`config.mk`:
```
export PLATFORM = sky130hd
export DESIGN_NAME = instr_seq_ctrl
export DESIGN_NICKNAME = d
export VERILOG_FILES = /design/src/rtl/seq_pkg.sv /design/src/rtl/seq_timeout_cnt.sv /design/src/rtl/instr_seq_ctrl.sv
export SDC_FILE = /design/constraint.sdc
export NUM_CORES = 1
export LEC_CHECK = 0
export ABC_AREA = 1
export BUFFER_PORTS_ARGS = -buffer_cell sky130_fd_sc_hd__buf_2
export CAP_MARGIN = 15
export CORE_MARGIN = 2
export CORE_UTILIZATION = 50
export DETAILED_ROUTE_END_ITERATION = 8
export MAX_ROUTING_LAYER = met4
export PLACE_DENSITY = 0.74
export SYNTH_ARGS = -nofsm -noshare
export SYNTH_HDL_FRONTEND = slang
export SYNTH_SLANG_ARGS = --single-unit
```
`constraint.sdc`:
```
create_clock -name clk -period 3.2 [get_ports clk]
set_input_delay 0.32 -clock clk [delete_from_list [all_inputs] [get_ports clk]]
set_output_delay 0.32 -clock clk [all_outputs]
set_load 0.01 [all_outputs]
```
`src/rtl/seq_pkg.sv`:
```
`default_nettype none
// ============================================================================
// Module   : seq_pkg
// Brief    : Opcode constants, state/class enums and opcode classifier shared
//            by instr_seq_ctrl and control_unit.
// Revision : 1.0
// ============================================================================
package seq_pkg;

    localparam logic [5:0] OP_RTYPE   = 6'b000000;
    localparam logic [5:0] OP_STORE   = 6'b100000;
    localparam logic [5:0] OP_IALU_LO = 6'b010000;
    localparam logic [5:0] OP_IALU_HI = 6'b010101;
    localparam logic [5:0] OP_BR_LO   = 6'b001000;
    localparam logic [5:0] OP_BR_HI   = 6'b001111;

    typedef enum logic [2:0] {
        S_FETCH  = 3'd0,
        S_DECODE = 3'd1,
        S_EXEC   = 3'd2,
        S_MEM    = 3'd3,
        S_WB     = 3'd4
    } seq_state_t;

    typedef enum logic [2:0] {
        C_RALU    = 3'd0,
        C_IALU    = 3'd1,
        C_STORE   = 3'd2,
        C_BRANCH  = 3'd3,
        C_ILLEGAL = 3'd4
    } seq_class_t;

    function automatic seq_class_t decode_class(input logic [5:0] op);
        seq_class_t cls;
        if (op == OP_RTYPE)
            cls = C_RALU;
        else if (op >= OP_IALU_LO && op <= OP_IALU_HI)
            cls = C_IALU;
        else if (op == OP_STORE)
            cls = C_STORE;
        else if (op >= OP_BR_LO && op <= OP_BR_HI)
            cls = C_BRANCH;
        else
            cls = C_ILLEGAL;
        return cls;
    endfunction

endpackage
`default_nettype wire

```
`src/rtl/seq_timeout_cnt.sv`:
```
`default_nettype none
// ============================================================================
// Module   : seq_timeout_cnt
// Brief    : MEM-phase wait counter; expired flags the last permitted cycle.
// Revision : 1.0
// ============================================================================
module seq_timeout_cnt #(
    parameter int MEM_TIMEOUT = 16
) (
    input  logic clk,
    input  logic rst,
    input  logic clr,
    input  logic en,
    output logic expired
);

    localparam int c_width = (MEM_TIMEOUT > 1) ? $clog2(MEM_TIMEOUT) : 1;
    localparam logic [c_width-1:0] c_last = c_width'(MEM_TIMEOUT - 1);

    logic [c_width-1:0] r_cnt;

    always_ff @(posedge clk or posedge rst) begin
        if (rst)
            r_cnt <= '0;
        else if (clr)
            r_cnt <= '0;
        else if (en)
            r_cnt <= r_cnt + 1'b1;
    end

    assign expired = en && (r_cnt == c_last);

endmodule
`default_nettype wire

```
`src/rtl/instr_seq_ctrl.sv`:
```
`default_nettype none
// ============================================================================
// Module   : instr_seq_ctrl
// Brief    : Multi-cycle FETCH/DECODE/EXEC/MEM/WB sequencer producing datapath
//            strobes. Define SEQ_PERF_EN to add cycle/retired counters.
// Revision : 1.0
// ============================================================================
module instr_seq_ctrl
    import seq_pkg::*;
#(
    parameter int MEM_TIMEOUT = 16
) (
    input  logic        clk,
    input  logic        rst,
    input  logic        instr_valid,
    output logic        instr_ready,
    input  logic [5:0]  opcode,
    input  logic        branch_cond,
    input  logic        mem_ack,
    output logic        ir_load,
    output logic        pc_en,
    output logic        pc_src,
    output logic        rf_we,
    output logic        mem_req,
    output logic        illegal,
    output logic        mem_err,
    output logic        busy
`ifdef SEQ_PERF_EN
    ,
    output logic [31:0] cycle_cnt,
    output logic [31:0] retired_cnt
`endif
);

    seq_state_t r_state, w_next;
    seq_class_t r_class, w_cls_dec;
    logic [5:0] r_opcode;
    logic       r_mem_err;

    logic w_ready, w_ir_load, w_pc_en, w_pc_src, w_rf_we, w_mem_req, w_illegal;
    logic w_tmo_clr, w_tmo_en, w_expired, w_set_err;

    assign w_cls_dec = decode_class(r_opcode);

    seq_timeout_cnt #(.MEM_TIMEOUT(MEM_TIMEOUT)) u_tmo (
        .clk     (clk),
        .rst     (rst),
        .clr     (w_tmo_clr),
        .en      (w_tmo_en),
        .expired (w_expired)
    );

    always_ff @(posedge clk or posedge rst) begin
        if (rst) begin
            r_state   <= S_FETCH;
            r_class   <= C_ILLEGAL;
            r_opcode  <= '0;
            r_mem_err <= 1'b0;
        end else begin
            r_state <= w_next;
            if (r_state == S_FETCH && instr_valid)
                r_opcode <= opcode;
            if (r_state == S_DECODE)
                r_class <= w_cls_dec;
            if (w_set_err)
                r_mem_err <= 1'b1;
        end
    end

    always_comb begin
        w_next    = r_state;
        w_ready   = 1'b0;
        w_ir_load = 1'b0;
        w_pc_en   = 1'b0;
        w_pc_src  = 1'b0;
        w_rf_we   = 1'b0;
        w_mem_req = 1'b0;
        w_illegal = 1'b0;
        w_tmo_clr = 1'b0;
        w_tmo_en  = 1'b0;
        w_set_err = 1'b0;
        case (r_state)
            S_FETCH: begin
                w_ready   = 1'b1;
                w_ir_load = instr_valid;
                if (instr_valid)
                    w_next = S_DECODE;
            end
            S_DECODE: begin
                if (w_cls_dec == C_ILLEGAL) begin
                    w_illegal = 1'b1;
                    w_pc_en   = 1'b1;
                    w_next    = S_FETCH;
                end else begin
                    w_next = S_EXEC;
                end
            end
            S_EXEC: begin
                case (r_class)
                    C_RALU, C_IALU: w_next = S_WB;
                    C_STORE: begin
                        w_tmo_clr = 1'b1;
                        w_next    = S_MEM;
                    end
                    C_BRANCH: begin
                        w_pc_en  = 1'b1;
                        w_pc_src = branch_cond;
                        w_next   = S_FETCH;
                    end
                    default: w_next = S_FETCH;
                endcase
            end
            S_MEM: begin
                w_mem_req = 1'b1;
                w_tmo_en  = 1'b1;
                // Ack is checked first so it wins over a coincident timeout.
                if (mem_ack) begin
                    w_pc_en = 1'b1;
                    w_next  = S_FETCH;
                end else if (w_expired) begin
                    w_set_err = 1'b1;
                    w_pc_en   = 1'b1;
                    w_next    = S_FETCH;
                end
            end
            S_WB: begin
                w_rf_we = 1'b1;
                w_pc_en = 1'b1;
                w_next  = S_FETCH;
            end
            default: w_next = S_FETCH;
        endcase
    end

    // Gating with ~rst makes every output fall asynchronously with reset.
    assign instr_ready = w_ready   & ~rst;
    assign ir_load     = w_ir_load & ~rst;
    assign pc_en       = w_pc_en   & ~rst;
    assign pc_src      = w_pc_src  & ~rst;
    assign rf_we       = w_rf_we   & ~rst;
    assign mem_req     = w_mem_req & ~rst;
    assign illegal     = w_illegal & ~rst;
    assign mem_err     = r_mem_err & ~rst;
    assign busy        = (r_state != S_FETCH) & ~rst;

`ifdef SEQ_PERF_EN
    logic [31:0] r_cycle_cnt, r_retired_cnt;

    always_ff @(posedge clk or posedge rst) begin
        if (rst) begin
            r_cycle_cnt   <= '0;
            r_retired_cnt <= '0;
        end else begin
            r_cycle_cnt <= r_cycle_cnt + 32'd1;
            if (w_pc_en && !w_illegal && !w_set_err)
                r_retired_cnt <= r_retired_cnt + 32'd1;
        end
    end

    assign cycle_cnt   = r_cycle_cnt;
    assign retired_cnt = r_retired_cnt;
`endif

endmodule
`default_nettype wire

```
After elaboration in Yosys (flattened, before gate mapping)
Index checks and enable logic that the tools add are counted. Widths: inputs -> output; s select.

Flip-flop bits (word level): 17. Input bits: 11. Word-level logic and storage cells: 71.

Add/subtract/negate cells: 1. Magnitude comparators: 4. Equal/unequal tests: 12. Muxes and demuxes: 28. Bitwise operators: 10. Reduce and logical (&&, ||, !) cells: 11.

Operators by type and width (number): $mux 3 (7); $mux 1 (15); $eq 3x2->1 const B (4); $pmux 3 s4 (1); $and 1x1->1 (9); $mux 4 (2); $eq 3x1->1 const B (2); $eq 3x3->1 const B (2); $eq 6x6->1 const B (1); $ge 6x4->1 const B (1); $ge 6x5->1 const B (1); $le 6x4->1 const B (1); $le 6x5->1 const B (1); $logic_not 3->1 (2); $logic_not 6->1 (1); $pmux 3 s2 (1); $add 4x1->4 const B (1); $eq 4x4->1 const B (1); $logic_and 1x1->1 (4); $pmux 1 s4 (1); $ne 3x2->1 const B (1); $reduce_bool 3->1 (1); $mux 2 (1); $ne 2x2->1 const B (1); other kinds (4) (4).

Longest topological paths before layout
Gate-level depths: netlist (run 1).

Depth in word-level cells: 10. Mapped depth: 7. Gate-level depth less buffers: 7.

By module
Synthesis (run 1) repeated with hierarchy kept, for this count alone.

Cell total of the unflattened synthesis: 119. Area total of the unflattened synthesis: 909.6 um^2.

By module, submodules not included: instr_seq_ctrl (instances 1, cells each 93, area each 708.2 um^2, seq. area each 326.6 um^2); seq_timeout_cnt (instances 1, cells each 26, area each 201.4 um^2, seq. area each 100.1 um^2).

Worst setup path before layout (run 1)
OpenSTA, ideal clock, no wires.

Kind: input port to output port. Start point: in rst. End point: out pc_src. Arrival: 1.089 ns. Data required time: 2.880 ns. Setup slack: 1.791 ns. Stages on the path: 3. Path through: inv_1 -> nand4_1 -> nor2_1.

Cells in the longest elaborated chain, start to end: 2.

RTL lines: start: declaration (RTL line instr_seq_ctrl.sv:14) `input logic rst,`; $not 1->1 (RTL line instr_seq_ctrl.sv:139) `assign pc_src = w_pc_src & ~rst;`; $and 1x1->1 (RTL line instr_seq_ctrl.sv:139); end: declaration (RTL line instr_seq_ctrl.sv:22) `output logic pc_src,`.

No other way between the ends.

Worst setup path in the final report (run 1)
Start point: reg u_tmo.r_cnt[0]. End point: out pc_en.

Cells in the longest elaborated chain, start to end: 6.

RTL lines: start: declaration (RTL line seq_timeout_cnt.sv:20) `logic [c_width-1:0] r_cnt;`; start signal: assignment (RTL line seq_timeout_cnt.sv:28) `r_cnt <= r_cnt + 1'b1;`; $eq 4x4->1 (RTL line seq_timeout_cnt.sv:31) `assign expired = en && (r_cnt == c_last);`; $logic_and 1x1->1 (RTL line seq_timeout_cnt.sv:31); $mux 1 (RTL line instr_seq_ctrl.sv:120) `end else if (w_expired) begin`; $mux 1 (RTL line instr_seq_ctrl.sv:117) `if (mem_ack) begin`; $pmux 1 s4 (RTL line instr_seq_ctrl.sv:82) `case (r_state)`; $and 1x1->1 (RTL line instr_seq_ctrl.sv:138) `assign pc_en = w_pc_en & ~rst;`; end: declaration (RTL line instr_seq_ctrl.sv:21) `output logic pc_en,`.

No other way between the ends.

==> impl_metrics.toml, run 1 <==
[status]
outcome = "finished clean"

[routing]
vias = 801
first_pass_iters = 6
drtIter0Drc = 16
drtAntennaViolNets = 0
drc = 0
routed_wl_um = 1760
wl_per_cell_um = 10.6
vias_per_cell = 4.83

[run]
maxCapViolCount = 0

[global_route]
met2_usage = 0.315
grtUsageMet1 = 0.243
grt_max_degree = 18
use_met3 = 0.0346
grt_first_pass_wirelength_um = 2900
overflow = 0
grt_usage = 0.199
busiest_layer = "met2"
antenna_found_initial = 0
first_global_vias = 707

[setup_path]
path_max_fanout = 3
critPathArrivalTime_ns = 1.53
crit_path_start_kind = "register"
crit_type = "register to output port"
cp.required_ns = 2.88
end_kind = "output port"

[final_layout]
area_growth_pct = 17.6
layout.nets = 154
layout_commonest_cell = "nand2_1"
postLayoutCoreUtil = 0.624
final_cell_mix = "nand2_1 (26), nor2_1 (19), buf_2 (19)"
layout-drive-gt1-share = 0.262
antenna_cells = 0

[clock_tree]
cts_resized = 0
clk_path_buf_depth = 2
postCtsSetupBuffers = 0
clk_pin_slew_ns = 0.11
numCtsBuffers = 3
htree_levels = 1
cts_root_buffer = "clkbuf_4"
ctsHoldBuffers = 0
clock-sinks = 17
worstSkewPairLatency_ns = 0.29
cts_tree = "built"

[sta]
final-setup-viol-count = 0
fin_skew_ns = 0.0111
clock.fmax_ghz = 0.539
post-route-min-period_ns = 1.85
tightest_slew_ns = 0.281
min_period_over_period = 0.580
tns_ns = 0
final-hold-violation-count = 0
rsz0062_at_grt = "false"
relSlewSlack = 0.813
slew_viol_final = 0
hold_ws_ns = 0.136

[logic_synthesis]
ys_seq_elements = 17
yosysWarnings = 0
synth_area_um2 = 916
synthCells = 117
synth.avg_cell_area_um2 = 7.83
yosysSeqAreaShare = 0.466
syn_nets = 129
ys_types = 24

[pwr]
p_per_area_nw_per_um2 = 795
ir_worst_vdd_v = 0.000453
leakage_nw = 0.592

[floorplan]
fp-row-count = 15
die_w_um = 46.8
core_area_um2 = 1730
dieHeight_um = 46.8
initial_core_util = 0.530
die_area_um2 = 2190
io_pins = 20

[placement]
gp_congestion = 0.801
io_buffers = 19
dp_hpwl_um = 1430

[hold_path]
hold_class = "primary input to async pin"
==> cell usage after synthesis, drive strengths merged <==
cell	count	area [um2]
a21oi	4	23.8
a31oi	1	6.26
and3	1	6.26
dfrtp	16	400
dfstp	1	26.3
ha	1	12.5
inv	16	62.6
nand2	28	124
nand3	15	80.1
nand4	2	18.8
nor2	22	90.1
nor3	2	21.3
o21ai	7	35.0
xor2	1	8.76
==> registers in the layout, summed over array words and instances, names as in the netlist <==
name	cells
r_mem_err	1
r_class	3
u_tmo.r_cnt	4
r_state	3
r_opcode	6
==> logic make-up (layout without fill, tap and decap cells) <==
logic type | count (synthesis) | count (layout) | share of synthesized area
AO/OA/AOI/OAI | 12 | 12 | 0.0710
buffers and inverters | 16 | 40 | 0.0683
XOR/XNOR | 1 | 1 | 0.00956
adder cells (fa/ha/maj) | 1 | 1 | 0.0137
AND/OR/NAND/NOR | 70 | 70 | 0.372
flip-flops | 17 | 17 | 0.466
==> worst max-delay path, cell delays in order (launching register included) <==
cell     delay, ns
dfrtp_1       0.42
ha_1          0.21
inv_1         0.06
nor2_1        0.05
nand2_1       0.09
nand2_1       0.06
a21oi_1       0.14
nand3_1       0.08
buf_2         0.14
==> report_power, final <==
part | leakage [nW] | internal, W | switching, W | total (W)
sequential | 0.210 | 0.000303 | 0.0000792 | 0.000383
combinational | 0.364 | 0.000133 | 0.000227 | 0.000360
clock | 0.0177 | 0.0000465 | 0.0000676 | 0.000114
==> area by class of cell <==
cell class	count	area (um2)
Clock inverter	1	5.00
Sequential cell	17	427
Tap cell	25	31.3
Inverter	16	62.6
Clock buffer	3	22.5
Multi-Input combinational cell	84	427
Fill cell	163	649
Timing Repair Buffer	20	103
==> path summary, 6_finish.rpt <==
path	start	end	slack [ns]	cells past startpoint
setup reg to reg	r_state[2]	r_opcode[5]	2.00	6
max in group asynchronous	rst	r_class[2]	2.80	3
hold / removal	rst	r_state[1]	0.14	3
min in group clk	mem_ack	r_mem_err	0.24	2
setup / recovery	u_tmo.r_cnt[0]	pc_en	1.35	8
hold reg to reg	r_mem_err	r_mem_err	0.47	2
==> per-stage QoR <==
step / instances / worst slack (ns) / total power [W] / area [um2]
floorplan: 117 / 1.79 / 0.000648 / 916
global placement: 162 / 1.69 / 0.000735 / 1050
detailed placement: 162 / 1.68 / 0.000750 / 1050
CTS: 166 / 1.33 / 0.000864 / 1080
global route: 166 / 1.23 / 0.000940 / 1080
finish: 166 / 1.35 / 0.000857 / 1080
==> per-layer routing <==
metal | wire length [um] | part of all wire
met1 | 839 | 0.48
met2 | 856 | 0.49
met5 | 0 | 0
met3 | 26 | 0.015
met4 | 34 | 0.019
Power figures use the tool's default switching activity.
==> inputs of run 2 (changes only) <==
--- a/config.mk
+++ b/config.mk
@@ -5,14 +5,14 @@
 export SDC_FILE = /design/constraint.sdc
 export NUM_CORES = 1
 export LEC_CHECK = 0
-export ABC_AREA = 1
+export ABC_AREA = 0
 export BUFFER_PORTS_ARGS = -buffer_cell sky130_fd_sc_hd__buf_2
 export CAP_MARGIN = 15
 export CORE_MARGIN = 2
-export CORE_UTILIZATION = 50
+export CORE_UTILIZATION = 47
 export DETAILED_ROUTE_END_ITERATION = 8
 export MAX_ROUTING_LAYER = met4
-export PLACE_DENSITY = 0.74
+export PLACE_DENSITY = 0.73
 export SYNTH_ARGS = -nofsm -noshare
 export SYNTH_HDL_FRONTEND = slang
 export SYNTH_SLANG_ARGS = --single-unit
==> constraint.sdc (replaced) <==
create_clock -name clk -period 1.6 [get_ports clk]
set_input_delay 0.16 -clock clk [delete_from_list [all_inputs] [get_ports clk]]
set_output_delay 0.16 -clock clk [all_outputs]
set_load 0.01 [all_outputs]
==> run 2 against run 1 <==
Compared with the run above: the flow now finishes with violations (negative setup slack); clock-buffer cell count rose by 1; final cell count is 13% lower; global-route usage fell by 2.1 points; synthesized cell count decreased by 24%; worst setup slack got worse by 1.6 ns; total power grew to 2.6 times the previous value; sequential power rose by 130%; die area up 8.5%; clock power is 95% higher; critical path depth fell by 3; critical path type unchanged; largest power group is now combinational cells.
==> impl_metrics.toml, run 2 <==
[status]
outcome = "finished with violations"
violations = "negative setup slack"

[final_layout]
final_cell_mix = "buf_2 (19), dfrtp_1 (14)"
largest_reg_flops = 6
area_growth_pct = 38.2
postLayoutCoreUtil = 0.676
layout.nets = 131
final_cell_count_no_fill = 145
multiInputGateArea_um2 = 571
fin_area_um2 = 1300
fillers = 155
final-seq-area_um2 = 429
layout-drive-gt1-share = 0.500
antenna_cells = 0
layout_commonest_cell = "buf_2"
largest-register = "r_opcode"
reg_top3 = "r_opcode x6, u_tmo.r_cnt x4"

[logic_synthesis]
yosysSeqAreaShare = 0.453
synth_most_common_cell = "dfrtp_1"
synth_flop_cell = "dfrtp_1"
ys_top_cells_by_area = "dfrtp_1 (43%), mux2_2 (7.2%), dfstp_2 (2.8%)"
synthTopCellsByCount = "dfrtp_1 (16), nor2_1 (7), mux2_2 (6), nand2_1 (6)"
syn_nets = 101
post-synth-top-area-cell = "dfrtp_1"
ys_types = 38
synth_area_um2 = 941
synth_top_area_share = 0.426
synth.avg_cell_area_um2 = 10.6
async_flop_share = 1.00
synth_edf_count = 0
ys_seq_elements = 17
yosysWarnings = 0
synthCells = 89

[pwr]
intPower_w = 0.00135
power_frac_comb = 0.498
p_per_area_nw_per_um2 = 1690
pwr-share-clk = 0.101
ir_worst_vdd_v = 0.00105
seqPwrFrac = 0.401
swShare = 0.385
leakage_nw = 0.584
p_sw_w = 0.000844

[floorplan]
die_w_um = 48.7
core_area_um2 = 1920
dieHeight_um = 48.7
initial_core_util = 0.490
die_area_um2 = 2380
io_pins = 20
fp-row-count = 16

[sta]
relSlewSlack = 0.581
fin_skew_ns = 0.00235
layout_setup_ws_ns = -0.298
final-setup-viol-count = 14
tightest_slew_ns = 0.628
rsz0062_at_grt = "true"
final-hold-violation-count = 0
slew_viol_final = 0
clock.fmax_ghz = 0.527
min_period_over_period = 1.19
hold_ws_ns = 0.0548
post-route-min-period_ns = 1.90

[setup_path]
end_kind = "output port"
crit_type = "register to output port"
cp.required_ns = 1.44
path_max_fanout = 3
critPathArrivalTime_ns = 1.74
crit_path_start_kind = "register"

[routing]
drtIter0Drc = 9
first_pass_iters = 4
vias_per_cell = 5.40
drc = 0
routed_wl_um = 2030
wl_per_cell_um = 14.0
vias = 783
drtAntennaViolNets = 0

[clock_tree]
cts_root_buffer = "clkbuf_4"
clk_path_buf_depth = 2
cts_tree = "built"
numCtsBuffers = 3
ctsHoldBuffers = 0
clock-sinks = 17
clk_pin_slew_ns = 0.10
htree_levels = 1
worstSkewPairLatency_ns = 0.28

[placement]
dpl_cell_area_um2 = 1090
dp_hpwl_um = 1340
io_buffers = 19
gp_congestion = 0.781
placed_cells = 136

[run]
maxCapViolCount = 0

[global_route]
grt_max_degree = 18
antenna_found_initial = 0
grt_first_pass_wirelength_um = 3250
grt_usage = 0.178
first_global_vias = 756
overflow = 0

[hold_path]
hold_class = "primary input to async pin"
## run 2: cell types whose count changed after synthesis, sizes merged, moves of 3 or more
cell and change:
and2 +3, buf +5, inv -12, mux2 +7
nand2 -22, nand3 -15, nor2 -15, nor4 +4
o21ai -5, o31ai +3
## run 2: worst paths after layout
path,startpoint,to,slack (ns),depth (start not counted)
max,r_state[2],pc_en,-0.30,5
min,rst,r_opcode[2],0.05,2
max reg2reg,r_state[2],r_state[1],-0.18,6
min reg2reg,r_mem_err,r_mem_err,0.47,2
max in group asynchronous,rst,r_opcode[4],1.10,2
min in group clk,mem_ack,r_mem_err,0.10,2
## run 2: what timing repair did
action,4_1_cts,5_1_grt
buffers inserted,3,2
setup endpoints to repair,5,17
resized for setup,15,11
pin swaps,6,11
## run 2: area by class of cell
cell class                      count  share of cell area
Timing Repair Buffer               31               0.173
Multi-Input combinational cell     62               0.439
Inverter                            4              0.0115
Tap cell                           27              0.0260
Clock buffer                        4              0.0202
Sequential cell                    17               0.330
## run 2: kinds of logic after synthesis
group,share of synthesized area
adder cells (fa/ha/maj),0.0133
AND/OR/NAND/NOR,0.243
AO/OA/AOI/OAI,0.106
flip-flops,0.453
multiplexers,0.105
XOR/XNOR,0.0186
buffers and inverters,0.0598
## run 2: worst max-delay path: stages (launching register included)
cell and delay [ns]:
dfrtp_1 0.41, buf_6 0.13, or4bb_1 0.54, o32ai_2 0.12, a211o_1 0.13, buf_2 0.12
## run 2: power groups by stage
stage,clock (W),combinational [W],sequential [W]
2_1_floorplan,0,0.000622,0.000771
3_3_place_gp,0,0.000813,0.000807
3_5_place_dp,0,0.000834,0.000821
4_1_cts,0.000232,0.000985,0.000862
5_1_grt,0.000255,0.00120,0.000914
6_report,0.000222,0.00109,0.000880
## run 2: layer usage
layer	part of all wire	GRT usage	wire, um	vias up
met5	0	-	0	-
met4	0.0094	0.0476	19	0
met3	0.033	0.0247	66	4
met2	0.52	0.308	1060	21
met1	0.44	0.219	884	379
li1	-	-	-	379
## run 2: metrics by stage
stage	TNS, ns	power (W)	setup slack [ns]
floorplan	0	0.00139	0.113
global placement	0	0.00162	0.0426
detailed placement	-0.00275	0.00166	-0.00275
CTS	-0.771	0.00208	-0.301
global route	-2.41	0.00236	-0.360
finish	-1.43	0.00219	-0.298
==> inputs of run 3 (changes only) <==
--- a/config.mk
+++ b/config.mk
@@ -11,6 +11,7 @@
 export CORE_MARGIN = 2
 export CORE_UTILIZATION = 47
 export DETAILED_ROUTE_END_ITERATION = 8
+export GPL_TIMING_DRIVEN = 0
 export MAX_ROUTING_LAYER = met4
 export PLACE_DENSITY = 0.73
 export SYNTH_ARGS = -nofsm -noshare
==> run 3 against run 2 <==
Compared with the run above: the run still ends with negative setup slack left; clock-buffer cell count unchanged; register-to-register slack better by 0.23 ns; sequential share of layout area up 0.35 points; non-clock buffer count down 1; maximum frequency up 1.7%; core utilization down 0.72 points; worst hold slack better by 0.035 ns; flip-flop and latch count unchanged; combinational power about the same; largest cell class unchanged.
==> impl_metrics.toml, run 3 (synthesis results as in run 2) <==
[status]
outcome = "finished with violations"
violations = "negative setup slack"

[run]
maxCapViolCount = 0

[sta]
tightest_slew_ns = 0.624
min_period_over_period = 1.17
layout_setup_ws_ns = -0.266
final-hold-violation-count = 0
tns_ns = -1.12
final-setup-viol-count = 6
fin_skew_ns = 0.00503
clock.fmax_ghz = 0.536
rsz0062_at_grt = "true"
relSlewSlack = 0.584
post-route-min-period_ns = 1.87
slew_viol_final = 0

[setup_path]
crit_chain = "buf_6 > or4bb_4 > o32ai_4 > a211o_1 > buf_2"
path_max_fanout = 2
end_kind = "output port"
r2r-end = "r_class[2]"
cp.required_ns = 1.44
critPathArrivalTime_ns = 1.71
critPathBufInv = 2
cp-endpoint = "pc_en"
cp_top_family = "simple AND/OR/NAND/NOR gates"
r2r-start = "r_state[2]"
cp-startpoint = "r_state[2]"
r2r_slack_ns = 0.05
rr_worst_depth = 5
crit_path_start_kind = "register"
crit_type = "register to output port"
crit_path_top_delay_cell = "or4bb_4"
path_depth = 5
cpPeakStageDelay_ns = 0.53

[final_layout]
area_growth_pct = 36.7
final_cell_mix = "buf_2 (18), dfrtp_1 (14), nand2_1 (6), nor2_1 (6), buf_4 (6)"
postLayoutCoreUtil = 0.669
antenna_cells = 0
largest-register = "r_opcode"
largest_reg_flops = 6
layout_commonest_cell = "buf_2"
layout-drive-gt1-share = 0.487
layout.nets = 130
reg_top3 = "r_opcode x6, u_tmo.r_cnt x4"
final_cell_count_no_fill = 144

[floorplan]
initial_core_util = 0.490
fp-row-count = 16
die_area_um2 = 2380
dieHeight_um = 48.7
io_pins = 20
die_w_um = 48.7
core_area_um2 = 1920

[pwr]
seqPwrFrac = 0.408
p_sw_w = 0.000853
intPower_w = 0.00132
leakage_nw = 0.588
ir_worst_vdd_v = 0.00113
swShare = 0.392
pwr-share-clk = 0.106
p_per_area_nw_per_um2 = 1690
power_frac_comb = 0.487

[clock_tree]
worstSkewPairLatency_ns = 0.29
ctsHoldBuffers = 0
cts_tree = "built"
clk_path_buf_depth = 2
htree_levels = 1
clock-sinks = 17
numCtsBuffers = 3
clk_pin_slew_ns = 0.10
cts_root_buffer = "clkbuf_4"

[routing]
vias_per_cell = 5.30
routed_wl_um = 2080
drtIter0Drc = 9
drc = 0
drtAntennaViolNets = 0
wl_per_cell_um = 14.5
first_pass_iters = 2
vias = 763

[placement]
gp_congestion = 0.772
placed_cells = 134
dp_hpwl_um = 1350
dpl_worst_slack_ns = -0.0557
io_buffers = 18

[global_route]
first_global_vias = 786
grt_max_degree = 18
antenna_found_initial = 0
grt_first_pass_wirelength_um = 3510
grt_usage = 0.195
overflow = 0

[hold_path]
hold_class = "primary input to register"
==> run 3: cell types whose count changed in the layout (fill, tap and decap cells not counted), sizes merged <==
cell / before / now
buf: 31 / 29
clkbuf: 4 / 5
==> run 3: repair_timing <==
item / in CTS / in global routing
setup endpoints to repair: 6 / 18
pin swaps: 7 / 7
gates resized for setup: 14 / 19
setup buffers: 5 / 2
==> run 3: metrics by stage <==
step | hold WS (ns) | power (W) | instance area (um2)
floorplan | 0.256 | 0.00139 | 941
global placement | 0.358 | 0.00155 | 1060
detailed placement | 0.365 | 0.00160 | 1060
CTS | 0.0650 | 0.00200 | 1190
global route | 0.0853 | 0.00233 | 1290
finish | 0.0898 | 0.00218 | 1290
==> run 3: routing by layer <==
layer	GRT usage	part of all wire	up-vias
met2	0.315	0.50	20
li1	-	-	376
met3	0.0185	0.033	5
met5	-	0	-
met4	0.0857	0.017	0
met1	0.251	0.45	362
==> run 3: worst reg2reg max path: stages (launching register included) <==
cell	delay (ns)
dfrtp_1	0.41
buf_6	0.13
buf_6	0.13
or3b_1	0.36
buf_2	0.16
mux2_1	0.31
==> run 3: final cells by class <==
type / instances / area, um2
Multi-Input combinational cell: 62 / 587
Inverter: 4 / 15.0
Sequential cell: 17 / 429
Fill cell: 159 / 636
Timing Repair Buffer: 25 / 153
Clock buffer: 4 / 26.3
Buffer: 5 / 42.5
Tap cell: 27 / 33.8
==> run 3: power by group through the flow <==
stage          combinational (W)  clock (W)  sequential (W)
4_1_cts                 0.000936   0.000234        0.000833
5_1_grt                  0.00115   0.000260        0.000923
3_3_place_gp            0.000751          0        0.000803
6_report                 0.00106   0.000230        0.000887
2_1_floorplan           0.000622          0        0.000771
3_5_place_dp            0.000780          0        0.000825
==> run 3: worst min-delay path by stage <==
stage               from     endpoint  slack, ns  cells after the start
2_1_floorplan    mem_ack    r_mem_err       0.26                      1
3_3_place_gp     mem_ack    r_mem_err       0.36                      2
3_5_place_dp     mem_ack    r_mem_err       0.37                      2
4_1_cts          mem_ack    r_mem_err       0.07                      2
5_1_grt        opcode[0]  r_opcode[0]       0.09                      2
6_report       opcode[1]  r_opcode[1]       0.09                      2
